<file path="config.mk">
export PLATFORM = sky130hd
export DESIGN_NAME = fib_sequencer
export DESIGN_NICKNAME = d
export VERILOG_FILES = /design/src/rtl/fib_sequencer.sv
export SDC_FILE = /design/constraint.sdc
export NUM_CORES = 1
export LEC_CHECK = 0
export CAP_MARGIN = 20
export CELL_PAD_IN_SITES_DETAIL_PLACEMENT = 1
export CELL_PAD_IN_SITES_GLOBAL_PLACEMENT = 1
export CORE_ASPECT_RATIO = 1.25
export CORE_MARGIN = 4
export CORE_UTILIZATION = 34
export CTS_CLUSTER_SIZE = 16
export DETAILED_ROUTE_END_ITERATION = 7
export GPL_ROUTABILITY_DRIVEN = 0
export PLACE_DENSITY_LB_ADDON = 0.12
export SLEW_MARGIN = 15
export SYNTH_ARGS = -nofsm -noshare
export SYNTH_HDL_FRONTEND = slang
export SYNTH_SLANG_ARGS = --single-unit
</file>
<file path="constraint.sdc">
create_clock -name clk_i -period 2.1 [get_ports clk_i]
set_input_delay 0.63 -clock clk_i [delete_from_list [all_inputs] [get_ports clk_i]]
set_output_delay 0.63 -clock clk_i [all_outputs]
set_load 0.02 [all_outputs]
</file>
<file path="src/rtl/fib_sequencer.sv">
// fib_sequencer: runs BCD->binary, Fibonacci and binary->BCD units in turn
// and latches the 4-digit BCD result for the display, flagging bad input,
// results that do not fit in four digits, and sub-units that never answer.
module fib_sequencer #(
  parameter int unsigned TIMEOUT_CYCLES = 1024,
  parameter int unsigned MAX_N          = 20
) (
  input  logic        clk_i,
  input  logic        reset_ni,
  input  logic        start_i,
  input  logic [7:0]  iterations_bcd_i,
  output logic        bcd2bin_start_o,
  output logic [7:0]  bcd2bin_bcd_o,
  input  logic        bcd2bin_done_i,
  input  logic [6:0]  bcd2bin_bin_i,
  output logic        fib_start_o,
  output logic [4:0]  fib_n_o,
  input  logic        fib_done_i,
  input  logic [13:0] fib_result_i,
  output logic        bin2bcd_start_o,
  output logic [13:0] bin2bcd_bin_o,
  input  logic        bin2bcd_done_i,
  input  logic [15:0] bin2bcd_bcd_i,
  output logic [15:0] display_bcd_o,
  output logic        ready_o,
  output logic        done_tick_o,
  output logic        overflow_o,
  output logic        error_o
);

  localparam int unsigned WDOG_W     = $clog2(TIMEOUT_CYCLES + 1);
  localparam logic [6:0]  MAX_N_BIN  = 7'(MAX_N);
  localparam logic [WDOG_W-1:0] WDOG_LAST = WDOG_W'(TIMEOUT_CYCLES - 1);
  localparam logic [15:0] DISP_ERR   = 16'hEEEE;
  localparam logic [15:0] DISP_OVF   = 16'h9999;

  typedef enum logic [2:0] {
    IDLE     = 3'd0,
    CONV_IN  = 3'd1,
    FIB      = 3'd2,
    CONV_OUT = 3'd3,
    FINISH   = 3'd4
  } state_t;

  state_t              state_q, state_d;
  logic [WDOG_W-1:0]   wdog_q, wdog_d;
  logic [7:0]          bcd_d;
  logic [4:0]          n_d;
  logic [13:0]         bin_d;
  logic [15:0]         disp_d;
  logic                ovf_d, err_d;
  logic                timeout_c;
  logic                bad_bcd_c;

  // The watchdog fires on the cycle that completes TIMEOUT_CYCLES in a unit state
  assign timeout_c = (wdog_q == WDOG_LAST);
  assign bad_bcd_c = (iterations_bcd_i[7:4] > 4'd9) || (iterations_bcd_i[3:0] > 4'd9);

  // State register
  always_ff @(posedge clk_i or negedge reset_ni) begin
    if (!reset_ni) state_q <= IDLE;
    else           state_q <= state_d;
  end

  // Next state, operand/result updates and watchdog; a done beats a timeout
  always_comb begin
    state_d = state_q;
    bcd_d   = bcd2bin_bcd_o;
    n_d     = fib_n_o;
    bin_d   = bin2bcd_bin_o;
    disp_d  = display_bcd_o;
    ovf_d   = overflow_o;
    err_d   = error_o;
    wdog_d  = '0;

    case (state_q)
      IDLE: begin
        if (start_i) begin
          bcd_d = iterations_bcd_i;
          ovf_d = 1'b0;
          err_d = 1'b0;
          if (bad_bcd_c) begin
            err_d   = 1'b1;
            disp_d  = DISP_ERR;
            state_d = FINISH;
          end else begin
            state_d = CONV_IN;
          end
        end
      end
      CONV_IN: begin
        if (bcd2bin_done_i && !bcd2bin_start_o) begin
          if (bcd2bin_bin_i > MAX_N_BIN) begin
            ovf_d   = 1'b1;
            disp_d  = DISP_OVF;
            state_d = FINISH;
          end else begin
            n_d     = 5'(bcd2bin_bin_i);
            state_d = FIB;
          end
        end else if (timeout_c) begin
          err_d   = 1'b1;
          disp_d  = DISP_ERR;
          state_d = FINISH;
        end
      end
      FIB: begin
        if (fib_done_i && !fib_start_o) begin
          bin_d   = fib_result_i;
          state_d = CONV_OUT;
        end else if (timeout_c) begin
          err_d   = 1'b1;
          disp_d  = DISP_ERR;
          state_d = FINISH;
        end
      end
      CONV_OUT: begin
        if (bin2bcd_done_i && !bin2bcd_start_o) begin
          disp_d  = bin2bcd_bcd_i;
          state_d = FINISH;
        end else if (timeout_c) begin
          err_d   = 1'b1;
          disp_d  = DISP_ERR;
          state_d = FINISH;
        end
      end
      FINISH:  state_d = IDLE;
      default: state_d = IDLE;
    endcase

    if ((state_q == CONV_IN || state_q == FIB || state_q == CONV_OUT) &&
        (state_d == state_q)) begin
      wdog_d = wdog_q + WDOG_W'(1);
    end
  end

  // Registered outputs: status flags mirror the state being entered
  always_ff @(posedge clk_i or negedge reset_ni) begin
    if (!reset_ni) begin
      wdog_q          <= '0;
      bcd2bin_bcd_o   <= '0;
      fib_n_o         <= '0;
      bin2bcd_bin_o   <= '0;
      display_bcd_o   <= '0;
      overflow_o      <= 1'b0;
      error_o         <= 1'b0;
      ready_o         <= 1'b1;
      done_tick_o     <= 1'b0;
      bcd2bin_start_o <= 1'b0;
      fib_start_o     <= 1'b0;
      bin2bcd_start_o <= 1'b0;
    end else begin
      wdog_q          <= wdog_d;
      bcd2bin_bcd_o   <= bcd_d;
      fib_n_o         <= n_d;
      bin2bcd_bin_o   <= bin_d;
      display_bcd_o   <= disp_d;
      overflow_o      <= ovf_d;
      error_o         <= err_d;
      ready_o         <= (state_d == IDLE);
      done_tick_o     <= (state_d == FINISH);
      bcd2bin_start_o <= (state_d == CONV_IN)  && (state_q != CONV_IN);
      fib_start_o     <= (state_d == FIB)      && (state_q != FIB);
      bin2bcd_start_o <= (state_d == CONV_OUT) && (state_q != CONV_OUT);
    end
  end

endmodule

</file>
# [After elaboration in Yosys (flattened, before gate mapping)]
# Index checks and enable logic that the tools add are counted.
[totals] reg_bits=64 inputBits=51 output_inout_bits=50 wordCells=89
[op_classes] add_sub_neg=1 n_lt_le_gt_ge=3 n_eq_ne=20 mux=28 n_bitwise=1 n_reduce_logical=23
[ops] op="16-bit 2-to-1 mux" count=7
[ops] op="16-bit case mux with 4 select lines" count=1
[ops] op="3-bit 2-to-1 mux" count=7
[ops] op="2-bit inequality test, second input constant" count=7
[ops] op="3-bit by 2-bit equality test with 1-bit output, second input constant" count=4
[ops] op="3-bit case mux with 4 select lines" count=1
[ops] op="11-bit by 1-bit adder with 11-bit output, second input constant" count=1
[ops] op="11-bit by 10-bit equality test with 1-bit output, second input constant" count=1
[ops] op="11-bit 2-to-1 mux" count=1
[ops] op="5-bit AND reduction" count=2
[ops] op="1-bit 2-to-1 mux" count=9
[ops] op="4-bit greater-than comparator, second input constant" count=2
[ops] op="7-bit by 5-bit greater-than comparator with 1-bit output, second input constant" count=1
[ops] op="1-bit logical AND" count=7
[ops] op="3-bit by 1-bit equality test with 1-bit output, second input constant" count=2
[ops] op="3-bit logical NOT" count=2
[ops] op="3-bit by 2-bit inequality test with 1-bit output, second input constant" count=2
[ops] op="1-bit case mux with 4 select lines" count=1
[ops] op="2-bit AND reduction" count=2
[ops] op="4-bit AND reduction" count=1
[ops] op="4-bit nonzero test" count=1
[ops] op="3-bit equality test" count=1
[ops] op="3-bit equality test, second input constant" count=1
[ops] op="1-bit logical NOT" count=3
[ops] op="7 further kinds" count=9

# [Depth between registers and ports, before layout]
# Gate-level depths: netlist (run 1).
[logic_depth] depth_word=8 ltp_mapped=7 depth_no_buf=5

# [Worst setup path before layout (run 1)]
# OpenSTA, ideal clock, no wires.
[synth_timing] kind="input port to flip-flop" start="in bcd2bin_bin_i[3]" end="reg fib_n_o[0]" setup_time_ns=0.125 arrival_ns=1.870 required_time_ns=1.975 path_slack_ns=0.105 path_stages=4 path_buffers=1 path_cell_list="a211oi_1 > and4_2 > buf_4 > mux2_2"
[synth_between] elab_chain_len=3
[synth_lines] item="from (decl)" line_no="15" text="input logic [6:0] bcd2bin_bin_i,"
[synth_lines] item="7-bit by 5-bit greater-than comparator with 1-bit output" line_no="93" text="if (bcd2bin_bin_i > MAX_N_BIN) begin"
[synth_lines] item="1-bit NOT (no line)"
[synth_lines] item="3-bit AND reduction (no line)"
[synth_lines] item="to (signal assigned)" line_no="155" text="fib_n_o <= n_d;"
[synth_lines] item="to (decl)" line_no="17" text="output logic [4:0] fib_n_o,"
# Every way passes these cells.
# A chain may end at the register's enable or synchronous reset.

# [Worst setup path after layout (run 1)]
[layout_timing] start="in bcd2bin_bin_i[4]" end="reg display_bcd_o[8]"
[layout_between] elab_chain_len=3
[layout_lines] item="7-bit by 5-bit greater-than comparator with 1-bit output" line_no="93"
[layout_lines] item="3-bit inequality test (no line)"
[layout_lines] item="5-bit AND reduction (no line)"
[layout_lines] item="to (signal assigned)" line_no="157" text="display_bcd_o <= disp_d;"
[layout_lines] item="to (decl)" line_no="24" text="output logic [15:0] display_bcd_o,"
# Every way passes these cells.

==> results of run 1 <==
==> how the worst min path moves through the flow <==
| stage | end | slack (ns) | depth (start not counted) |
|---|---|---|---|
| 2_1_floorplan | bcd2bin_bcd_o[0] | 0.33 | 0 |
| 3_3_place_gp | bin2bcd_bin_o[0] | 0.46 | 2 |
| 3_5_place_dp | bin2bcd_bin_o[9] | 0.47 | 2 |
| 4_1_cts | display_bcd_o[6] | 0.31 | 2 |
| 5_1_grt | display_bcd_o[6] | 0.33 | 2 |
| 6_report | display_bcd_o[6] | 0.30 | 2 |
==> sequential cells by signal, summed over array words and instances (netlist names) <==
| register | cells |
|---|---|
| ready_o | 1 |
| error_o | 1 |
| bin2bcd_bin_o | 14 |
| wdog_q | 11 |
| bcd2bin_bcd_o | 8 |
| state_q | 3 |
| fib_start_o | 1 |
| fib_n_o | 5 |
| bcd2bin_start_o | 1 |
| bin2bcd_start_o | 1 |
| display_bcd_o | 16 |
| done_tick_o | 1 |
| overflow_o | 1 |
==> repair_timing <==
action,in CTS,in global routing
gates resized for setup,1,1
hold buffers,0,0
setup endpoints to repair,1,1
==> cell usage after synthesis (all sizes together) (2+ instances only) <==
cell | number | area share [%]
nand2 | 75 | 9.3
dfrtp | 63 | 52
nor2 | 14 | 2.7
o21ai | 12 | 2.0
a22o | 11 | 3.2
a31oi | 10 | 2.1
buf | 9 | 2.2
inv | 8 | 0.99
a21oi | 6 | 0.99
clkbuf | 6 | 0.79
nand3 | 6 | 0.99
xor2 | 6 | 1.7
mux2 | 5 | 1.9
nor2b | 5 | 1.0
and4 | 4 | 1.2
a211oi | 3 | 1.6
a221o | 3 | 1.1
and3 | 3 | 0.62
nand2b | 3 | 0.62
nand4 | 3 | 1.1
o22ai | 3 | 0.62
a2111oi | 2 | 1.2
a2bb2oi | 2 | 0.79
a31o | 2 | 0.58
and2 | 2 | 0.41
and3b | 2 | 0.58
nor3 | 2 | 0.70
o211ai | 2 | 0.66
or3 | 2 | 0.41
xnor2 | 2 | 0.58
==> kinds of logic after synthesis <==
logic type	Yosys count	synth area share, %
adders and majority gates	1	0.414
buffers and inverters	23	4.02
AOI/OAI and AO/OA	63	17.0
muxes	5	1.86
DFF	64	53.1
xor gates and xnor gates	8	2.32
and+or+nand+nor	126	21.3
==> worst reg2reg max path: stages (launching register included) <==
cell      delay, ns
dfrtp_1        0.42
ha_1           0.24
and3_1         0.24
and4_2         0.28
a2111o_1       0.43
buf_12         0.18
a21oi_1        0.12
==> area by class of cell <==
type,count,share of cell area [%]
clock buffer,13,3.71
clock inverter,3,0.330
inverter,8,0.660
multi-input combinational,203,28.6
sequential,64,35.2
tap,120,3.30
timing repair buffer,132,28.2
==> per-stage QoR <==
step	instances	setup TNS [ns]	total power, uW
global route	543	0	6800
floorplan	290	0	3820
finish	543	0	6340
CTS	543	0	6420
global placement	527	-5.95	5320
detailed placement	527	-6.86	5410
==> routing by layer <==
metal  up-vias  share of wire [%]
met5         -                  0
met4         0                1.2
met3        11                5.2
met2        70                 53
met1      1337                 40
li1       1268                  -
==> power groups by stage <==
stage	logic (uW)	clock network (uW)	registers [uW]
after floorplan	1370	0	2440
after global placement	3330	0	1990
after detailed placement	3400	0	2010
after CTS	3410	1030	1990
after global routing	3660	1080	2050
final	3370	992	1980
==> impl_metrics.py, run 1 <==
metrics = {
    "detailed_routing": {
        "via_per_inst": 4.95,
        "routed_wl_um": 8850,
        "drt_iter0_markers": 93,
        "vias": 2686,
        "drt.antenna.violating_nets": 0,
        "drc_errors": 0,
        "dr.pass1.iters": 4,
        "wl_per_cell_um": 16.3,
    },
    "timing": {
        "hold_violations": 0,
        "fin_crit_sh_pct": 95.0,
        "setup_viol": 0,
        "max_freq_ghz": 0.501,
        "rsz0062_at_grt": "false",
        "maxSlewViolCount": 0,
        "fin_worst_skew_ns": 0.00914,
        "worst_pin_slew_ns": 0.393,
        "min_period_ns": 2.00,
        "max_slew_margin_pct": 73.7,
        "holdWs_ns": 0.304,
        "final.setup.worst_slack_ns": 0.105,
    },
    "critical_path": {
        "crit_path_end_kind": "flop",
        "crit_end": "display_bcd_o[8]",
        "worst_r2r_path_depth": 6,
        "path_class": "in2reg",
        "r2r_start": "wdog_q[0]",
        "path_depth": 6,
        "arrival_ns": 2.20,
        "critPathLaunchType": "input port",
        "crit_buf_inv": 2,
        "required_ns": 2.31,
        "path_delay_family": "buffers and inverters",
        "crit_chain": "clkdlybuf4s50_1 -> o211ai_1 -> and4_2 -> buf_4 -> a2111oi_4 -> o22ai_1",
        "r2r_slack_ns": 0.13,
        "crit_start": "bcd2bin_bin_i[4]",
        "cpPeakStageDelay_ns": 0.50,
        "reg2reg_to": "wdog_q[10]",
        "critPathSlowestCell": "clkdlybuf4s50_1",
        "worstPathMaxFanout": 6,
    },
    "placement": {
        "dp_worst_setup_slack_ns": -0.280,
        "io_buffers": 100,
        "hpwl_um": 6730,
        "placed_area_um2": 4360,
    },
    "global_route": {
        "grt_use_met3_pct": 4.72,
        "met1_usage_pct": 21.9,
        "top_usage_layer": "met2",
        "antenna_found_initial": 0,
        "grt_pass1_wl_um": 14800,
        "track_usage_pct": 18.0,
        "met2_usage_pct": 31.1,
        "grt_max_degree": 65,
        "grt_pass1_vias": 2965,
        "grt-ovfl-total": 0,
    },
    "finish": {
        "nFillCells": 995,
        "nNetsFinal": 470,
        "multi_input_area_um2": 1300,
        "fin_util_pct": 52.6,
        "drive_gt1_share_pct": 19.6,
        "regArea_um2": 1600,
        "num_antenna_cells": 0,
        "final_area_um2": 4550,
        "layout_common_cells": "98 x clkdlybuf4s50_1, 75 x nand2_1, 63 x dfrtp_1",
        "layout_commonest_cell": "clkdlybuf4s50_1",
        "area_growth_syn_to_layout_pct": 50.8,
    },
    "power_and_ir_drop": {
        "switching_share_pct": 39.1,
        "power.switching_uw": 2480,
        "clkPwrFrac_pct": 15.7,
        "internal_power_uw": 3860,
        "combPwrFrac_pct": 53.1,
        "p_leak_uw": 0.00205,
        "powerDensity_nw_per_um2": 1390,
        "p_seq_share_pct": 31.2,
        "ir_drop_mv": 0.480,
    },
    "synthesis": {
        "yosysUniqueCellTypes": 58,
        "synth-edff-count": 0,
        "synthArstFlopShare_pct": 100,
        "syn_area_um2": 3020,
        "ys_warn_count": 0,
        "syn_avg_cell_area_um2": 10.4,
        "syn-num-nets": 342,
        "synthFlopType": "dfrtp_1",
        "seq_area_frac_synth_pct": 53.1,
        "ys_ff_latch": 64,
        "synthCells": 290,
    },
    "floorplan": {
        "dieWidth_um": 92.3,
        "rows": 38,
        "dieHeight_um": 113,
        "die-area_um2": 10500,
        "core-area_um2": 8650,
        "pin_count": 101,
        "start_util_pct": 34.9,
    },
    "cts": {
        "root_buffer": "clkbuf_8",
        "h-tree-depth": 3,
        "cts.sinks": 64,
        "numCtsBuffers": 9,
        "clk_pin_slew_ns": 0.07,
        "clk_latency_ns": 0.34,
        "cts_tree": "done",
        "postCtsSetupBuffers": 0,
        "clock_path_buffers": 2,
    },
    "outcome": {
        "outcome": "completed",
    },
    "min_path": {
        "hp-class": "in2async",
    },
    "flow_run": {
        "maxCapViolCount": 0,
    },
}
Note: power is estimated with default switching activity, not from simulation.
==> run 2, diff against run 1 <==
--- a/config.mk
+++ b/config.mk
@@ -9,12 +9,12 @@
 export CELL_PAD_IN_SITES_DETAIL_PLACEMENT = 1
 export CELL_PAD_IN_SITES_GLOBAL_PLACEMENT = 1
 export CORE_ASPECT_RATIO = 1.25
-export CORE_MARGIN = 4
+export CORE_MARGIN = 2
 export CORE_UTILIZATION = 34
 export CTS_CLUSTER_SIZE = 16
 export DETAILED_ROUTE_END_ITERATION = 7
 export GPL_ROUTABILITY_DRIVEN = 0
-export PLACE_DENSITY_LB_ADDON = 0.12
+export PLACE_DENSITY_LB_ADDON = 0.1
 export SLEW_MARGIN = 15
 export SYNTH_ARGS = -nofsm -noshare
 export SYNTH_HDL_FRONTEND = slang
==> run 2 against run 1 <==
Combinational power about the same; highest routed layer unchanged; critical path type is now reg2out; sequential share of layout area about the same; hold slack worse by 0.095 ns; first-iteration DRC count up 18%; via count down 1.1%; critical endpoint is now bcd2bin_start_o; global-route usage up 0.93 points.
==> impl_metrics.py, run 2 (synthesis results as in run 1) <==
metrics = {
    "outcome": {
        "outcome": "completed",
    },
    "timing": {
        "setup_viol": 0,
        "holdWs_ns": 0.209,
        "hold_violations": 0,
        "min_period_ns": 2.01,
        "fin_worst_skew_ns": 0.00697,
        "max_freq_ghz": 0.498,
        "maxSlewViolCount": 0,
        "finalSetupTns_ns": 0,
        "rsz0062_at_grt": "false",
        "max_slew_margin_pct": 62.2,
        "final.setup.worst_slack_ns": 0.0917,
        "fin_crit_sh_pct": 95.6,
        "worst_pin_slew_ns": 0.565,
    },
    "critical_path": {
        "crit_chain": "clkdlybuf4s50_1",
        "crit_path_end_kind": "output pin",
        "crit_buf_inv": 1,
        "critPathLaunchType": "flop",
        "worstPathMaxFanout": 3,
        "path_depth": 1,
        "cpPeakStageDelay_ns": 0.64,
        "critPathSlowestCell": "clkdlybuf4s50_1",
        "path_class": "reg2out",
        "required_ns": 1.47,
        "path_delay_family": "buffers and inverters",
        "arrival_ns": 1.38,
        "worst_r2r_path_depth": 6,
    },
    "detailed_routing": {
        "drc_errors": 0,
        "dr.pass1.iters": 3,
        "vias": 2657,
        "drt.antenna.violating_nets": 0,
        "via_per_inst": 4.87,
        "wl_per_cell_um": 15.5,
        "routed_wl_um": 8490,
        "drt_iter0_markers": 110,
    },
    "floorplan": {
        "dieWidth_um": 88.3,
        "pin_count": 101,
        "die-area_um2": 9650,
        "core-area_um2": 8650,
        "start_util_pct": 34.9,
        "dieHeight_um": 109,
        "rows": 38,
    },
    "global_route": {
        "grt_pass1_wl_um": 13900,
        "antenna_found_initial": 0,
        "grt_pass1_vias": 2857,
        "grt-ovfl-total": 0,
        "track_usage_pct": 18.9,
        "grt_max_degree": 49,
    },
    "cts": {
        "clock_path_buffers": 2,
        "cts.sinks": 64,
        "h-tree-depth": 3,
        "cts_tree": "done",
        "clk_latency_ns": 0.35,
        "postCtsSetupBuffers": 0,
        "root_buffer": "clkbuf_8",
        "numCtsBuffers": 9,
        "clk_pin_slew_ns": 0.07,
    },
    "power_and_ir_drop": {
        "power.total_uw": 6310,
        "ir_drop_mv": 0.591,
        "powerDensity_nw_per_um2": 1380,
        "p_leak_uw": 0.00206,
    },
    "finish": {
        "fin_util_pct": 52.7,
        "layout_commonest_cell": "clkdlybuf4s50_1",
        "layout_common_cells": "98 x clkdlybuf4s50_1, 75 x nand2_1, 63 x dfrtp_1",
        "nNetsFinal": 473,
        "drive_gt1_share_pct": 20.2,
        "top_register": "display_bcd_o",
        "area_growth_syn_to_layout_pct": 51.0,
        "num_antenna_cells": 0,
        "top_regs": "display_bcd_o: 16 flops, bin2bcd_bin_o: 14 flops, wdog_q: 11 flops",
        "largest_register_ffs": 16,
    },
    "min_path": {
        "hp-class": "in2async",
    },
    "placement": {
        "io_buffers": 100,
        "hpwl_um": 6360,
        "dp_worst_setup_slack_ns": -0.387,
    },
    "flow_run": {
        "maxCapViolCount": 0,
    },
}
[run 2: cell types whose count changed in the layout (fill, tap and decap cells not counted), sizes merged]
cell	change
clkinv	+1
clkbuf	-3
buf	+3
clkinvlp	+2
[run 2: timing repair]
| item | in CTS | in global routing |
|---|---|---|
| setup endpoints to repair | 2 | 0 |
| gates resized for setup | 2 | 0 |
| hold buffers | 0 | 0 |
[run 2: worst paths after layout]
path | startpoint | to | slack (ns)
max | bcd2bin_start_o | bcd2bin_start_o | 0.09
min | reset_ni | display_bcd_o[7] | 0.21
max reg2reg | wdog_q[0] | wdog_q[10] | 0.12
min reg2reg | bin2bcd_bin_o[4] | bin2bcd_bin_o[4] | 0.47
max in group asynchronous | reset_ni | ready_o | 1.22
min in group clk_i | bin2bcd_bin_o[4] | bin2bcd_bin_o[4] | 0.47
[run 2: layout make-up]
type                            instances  area (um2)
Clock inverter                          6        35.0
Sequential cell                        64        1600
Clock buffer                           10         138
Multi-Input combinational cell        203        1300
Timing Repair Buffer                  135        1310
Inverter                                8        30.0
Fill cell                             983        4090
Tap cell                              120         150
[run 2: where the power goes]
part	internal, uW	switching (uW)	leakage (uW)	total, uW
clock	451	500	0.0000878	951
combinational	1670	1690	0.00117	3370
sequential	1690	303	0.000802	2000
[run 2: routing by layer]
metal	share of wire [%]	wire length (um)	track usage [%]
met1	41	3440	21.6
met2	52	4440	33.3
met3	5.4	459	4.58
met4	1.8	151	8.12
met5	0	0	0
[run 2: through the flow]
stage,instance area [um2],std cells
finish,4560,546
detailed placement,4390,530
global route,4560,546
global placement,4390,530
floorplan,3020,290
CTS,4560,546
